**src/rtl/ifu_fetch_buf.sv**
```systemverilog
// ifu_fetch_buf: fetch PC generator plus prefetch FIFO feeding decode.
// Define IFU_MISALIGN_CHK_EN to halt fetch on a misaligned redirect target.
module ifu_fetch_buf #(
  parameter int                ADDR_W   = 32,
  parameter int                DATA_W   = 32,
  parameter int                DEPTH    = 4,
  parameter logic [ADDR_W-1:0] RESET_PC = '0
) (
  input  logic              clk,
  input  logic              rst,
  output logic [ADDR_W-1:0] ifu_pc_o,
  input  logic [DATA_W-1:0] ifu_inst_i,
  input  logic              hold_i,
  input  logic              jump_en_i,
  input  logic [ADDR_W-1:0] jump_addr_i,
  output logic              ifu_valid_o,
  input  logic              ifu_ready_i,
  output logic [DATA_W-1:0] ifu_inst_o,
  output logic [ADDR_W-1:0] ifu_inst_pc_o,
  output logic              ifu_misalign_o
);

  localparam int PW = $clog2(DEPTH);
  localparam int CW = PW + 1;
  localparam logic [CW-1:0] FULL = CW'(DEPTH);

  logic [ADDR_W-1:0] pc_q, pc_d;
  logic [CW-1:0]     cnt_q, cnt_d;
  logic [PW-1:0]     rd_q, rd_d;
  logic [PW-1:0]     wr_q, wr_d;
  logic [ADDR_W-1:0] mem_pc_q   [DEPTH];
  logic [DATA_W-1:0] mem_inst_q [DEPTH];
  logic [ADDR_W-1:0] target;
  logic              halted;
  logic              push;
  logic              pop;

`ifdef IFU_MISALIGN_CHK_EN
  logic mis_q, mis_d;

  assign target = jump_addr_i;

  always_comb begin
    mis_d = mis_q;
    if (jump_en_i)
      mis_d = |jump_addr_i[1:0];
  end

  always_ff @(posedge clk or posedge rst) begin
    if (rst) mis_q <= 1'b0;
    else     mis_q <= mis_d;
  end

  assign halted         = mis_q;
  assign ifu_misalign_o = mis_q;
`else
  logic unused_addr_lo;

  assign unused_addr_lo = ^jump_addr_i[1:0];
  assign target         = {jump_addr_i[ADDR_W-1:2], 2'b00};
  assign halted         = 1'b0;
  assign ifu_misalign_o = 1'b0;
`endif

  assign ifu_valid_o = (cnt_q != '0);
  assign ifu_pc_o    = pc_q;

  assign push = !jump_en_i && !hold_i && !halted
             && (cnt_q != FULL);
  assign pop  = ifu_valid_o && ifu_ready_i && !jump_en_i;

  // Redirect flushes by snapping rd onto wr.
  always_comb begin
    pc_d  = pc_q;
    cnt_d = cnt_q + CW'(push) - CW'(pop);
    rd_d  = pop  ? rd_q + 1'b1 : rd_q;
    wr_d  = push ? wr_q + 1'b1 : wr_q;
    if (jump_en_i) begin
      pc_d  = target;
      cnt_d = '0;
      rd_d  = wr_q;
    end else if (push) begin
      pc_d = pc_q + ADDR_W'(4);
    end
  end

  always_ff @(posedge clk or posedge rst) begin
    if (rst) begin
      pc_q  <= RESET_PC;
      cnt_q <= '0;
      rd_q  <= '0;
      wr_q  <= '0;
    end else begin
      pc_q  <= pc_d;
      cnt_q <= cnt_d;
      rd_q  <= rd_d;
      wr_q  <= wr_d;
    end
  end

  always_ff @(posedge clk) begin
    if (push) begin
      mem_pc_q[wr_q]   <= pc_q;
      mem_inst_q[wr_q] <= ifu_inst_i;
    end
  end

  assign ifu_inst_o    = ifu_valid_o ? mem_inst_q[rd_q] : '0;
  assign ifu_inst_pc_o = ifu_valid_o ? mem_pc_q[rd_q]   : '0;

endmodule
```
**config.mk**
```make
export PLATFORM = sky130hd
export DESIGN_NAME = ifu_fetch_buf
export DESIGN_NICKNAME = d
export VERILOG_FILES = /design/src/rtl/ifu_fetch_buf.sv
export SDC_FILE = /design/constraint.sdc
export NUM_CORES = 1
export LEC_CHECK = 0
export BUFFER_PORTS_ARGS = -buffer_cell sky130_fd_sc_hd__buf_2
export CORE_ASPECT_RATIO = 0.5
export CORE_MARGIN = 2
export CORE_UTILIZATION = 39
export CTS_CLUSTER_DIAMETER = 50
export DETAILED_ROUTE_END_ITERATION = 8
export GPL_ROUTABILITY_DRIVEN = 0
export PLACE_DENSITY = 0.56
export SETUP_SLACK_MARGIN = 0.1
export SLEW_MARGIN = 15
export SYNTH_ARGS = -nofsm -noshare
export SYNTH_HDL_FRONTEND = slang
export SYNTH_SLANG_ARGS = --single-unit
```
**constraint.sdc**
```tcl
create_clock -name clk -period 3.3 [get_ports clk]
set_input_delay 0.495 -clock clk [delete_from_list [all_inputs] [get_ports clk]]
set_output_delay 0.495 -clock clk [all_outputs]
set_load 0.1 [all_outputs]
```
==> impl_metrics.env <==
export IMPL_clockBufferDepth=3
export IMPL_yosysSeqAreaShare_pct=71.8
export IMPL_worstSetupPathType="flop to primary output"
export IMPL_yosys_area_top_type="edfxtp_1"
export IMPL_layout_commonest_cell="edfxtp_1"
export IMPL_layout_drive_gt1_share_pct=35.0
export IMPL_initial_detailed_routing_violation_count=319
export IMPL_postSynthCellCount=657
export IMPL_synth_cell_types=47
export IMPL_final_fill_count=2531
export IMPL_drtAntennaViolNets=0
export IMPL_tritoncts_num_buffers=27
export IMPL_start_kind="flop"
export IMPL_yosys_most_used_dff="edfxtp_1"
export IMPL_cts_sinks=285
export IMPL_family_of_cells_with_the_greatest_summed_delay_on_the_critical_path="buffers and inverters"
export IMPL_run_status="finished clean"
export IMPL_slew_headroom_pct=33.1
export IMPL_synth_edff_count=248
export IMPL_setup_viol_count_final=0
export IMPL_layout_nets=911
export IMPL_synth_area_um2=11700
export IMPL_maximum_net_fanout_on_the_critical_path=13
export IMPL_cts_repair_resized_insts=0
export IMPL_start_util_pct=40.0
export IMPL_cts_htree_levels=1
export IMPL_clock_latency_of_the_later_clocked_register_in_the_worst_skew_pair_ns=0.55
export IMPL_clock_transition_at_path_regs_ns=0.07
export IMPL_io_pins=167
export IMPL_setup_tns_ns=0
export IMPL_timing_critical_path_slowest_stage_cell="dfrtp_4"
export IMPL_final_hold_viol_count=0
export IMPL_multi_input_combinational_cell_area_um2=3090
export IMPL_crit_chain="buf_4 -> mux4_2 -> and2_1 -> buf_2"
export IMPL_commonest_non_fill_non_tap_cells_in_the_layout="edfxtp_1 (248), buf_2 (159), mux4_2 (62), and2_1 (62), dfrtp_1 (35)"
export IMPL_avgRoutedWirePerCell_um=20.7
export IMPL_area_sequential_um2=8380
export IMPL_hp_class="input pin to asynchronous set/reset pin"
export IMPL_finish_cell_count_without_fillers=1246
export IMPL_fp_dieW_um=249
export IMPL_fin_worst_skew_ns=0.0186
export IMPL_grt_pass1_vias=6992
export IMPL_worst_pin_slew_ns=1.00
export IMPL_drt_first_pass_iters=5
export IMPL_slew_viol_final=0
export IMPL_worst_path_buf_inv=2
export IMPL_yosys_area_top_type_share_pct=63.9
export IMPL_dp_cells=1196
export IMPL_synth_seq_cells=285
export IMPL_fp_row_count=44
export IMPL_globalRouteOverflowTotal=0
export IMPL_design_die_area_um2=31400
export IMPL_die_height_um=126
export IMPL_cts_setup_buffers=0
export IMPL_viasPerCell=5.28
export IMPL_cts_hold_repair_buffers=0
export IMPL_num_vias=6578
export IMPL_cap_violations=0
export IMPL_rsz0062_at_grt="false"
export IMPL_worst_endpoint_required_ns=2.80
export IMPL_syn_avg_cell_area_um2=17.8
export IMPL_end_kind="primary output"
export IMPL_finalCritPeriodShare_pct=90.8
export IMPL_pin_count_of_the_biggest_net_entering_global_routing=65
export IMPL_synth_yosys_warnings=0
export IMPL_place_detailed_hpwl_mm=16.0
export IMPL_areaGrowthSynthToFinish_pct=19.6
export IMPL_post_synth_main_area_contributors="edfxtp_1 (64%), mux4_2 (12%), dfrtp_1 (7.9%)"
export IMPL_detail_route_wirelength_mm=25.8
export IMPL_cp_slowest_stage_delay_ns=0.57
export IMPL_max_freq_ghz=0.334
export IMPL_post_route_drc_count=0
export IMPL_first_pass_grt_wire_length_mm=40.6
export IMPL_postLayoutCoreUtil_pct=47.8
export IMPL_coreArea_um2=29200
export IMPL_placement_io_buffers=159
export IMPL_cts_root_buffer="clkbuf_16"
export IMPL_post_route_min_period_ns=3.00
export IMPL_worstPathArrival_ns=2.50
export IMPL_antenna_found_initial=0
export IMPL_diodes=0
export IMPL_async_reset_ff_share_pct=13.0
export IMPL_groute_usage_overall_pct=16.8
export IMPL_tritoncts="built"
-- worst register-to-register path: cells and delay by family (launching register included) --
family,cells,cell delay [ns]
xor+xnor,2,0.30
fa+ha+maj,3,0.78
buf+inv,5,0.54
flops,1,0.42
simple gates,3,0.41
-- path summary, 6_finish.rpt --
check / start / slack, ns / to / cells past startpoint
max: rd_q[0] / 0.30 / ifu_inst_pc_o[31] / 4
min: rst / 0.15 / ifu_pc_o[11] / 2
max reg2reg: cnt_q[2] / 0.72 / cnt_q[2] / 13
min reg2reg: wr_q[0] / 0.57 / rd_q[0] / 2
max in group asynchronous: rst / 2.47 / cnt_q[0] / 3
min in group clk: jump_addr_i[11] / 0.15 / ifu_pc_o[11] / 3
-- area by class of cell --
cell class | count | share of cell area (%)
timing repair buffer | 183 | 7.54
multi-input combinational | 328 | 22.2
inverter | 9 | 0.242
clock inverter | 14 | 1.14
clock buffer | 36 | 5.30
sequential | 285 | 60.1
tap | 391 | 3.51
-- cells by family (layout without fill, tap and decap cells) --
family | Yosys count | count (layout) | share of synthesized area (%)
buffers and inverters | 48 | 242 | 1.90
muxes | 64 | 64 | 12.2
DFF | 285 | 285 | 71.8
other | 1 | 5 | 0.0322
adders and majority gates | 8 | 8 | 0.923
and+or+nand+nor | 188 | 188 | 9.52
AOI/OAI and AO/OA | 51 | 51 | 2.78
xor gates and xnor gates | 12 | 12 | 0.901
-- cell usage after synthesis (all sizes together) (3+ instances only) --
cell	instances
and2	66
nor3	3
o31ai	10
inv	9
and4	3
buf	15
ha	7
a22oi	4
nand2	24
o21ai	17
xnor2	6
a31oi	13
or4	18
nor3b	4
mux4	62
clkbuf	22
nor2b	5
nand4	7
edfxtp	248
nor2	19
o211ai	4
nor4	3
nand3	19
or3	4
dfrtp	37
xor2	6
-- per-layer routing --
layer / GRT usage, % / wire (um) / share of wire (%)
met3: 3.58 / 1050 / 4.0
met4: 4.58 / 622 / 2.4
met5: 0 / 0 / 0
met1: 21.8 / 11100 / 43
met2: 28.7 / 13000 / 50
-- sequential cells by signal (all words and copies together), names as in the netlist --
| name | cells |
|---|---|
| wr_q | 2 |
| mem_pc_q | 120 |
| mem_inst_q | 128 |
| ifu_pc_o | 30 |
| cnt_q | 3 |
| rd_q | 2 |
-- per-stage QoR --
stage               setup slack [ns]  hold slack [ns]  area, um2
detailed placement             0.740            0.560      13000
CTS                            0.245            0.136      13900
finish                         0.303            0.148      13900
global route                   0.171            0.140      13900
floorplan                      0.170            0.503      11700
global placement               0.758            0.540      13000
Power is left out: the tool's default activity adds up to more than one toggle a clock period on the data nets, which glitch-free logic cannot reach.
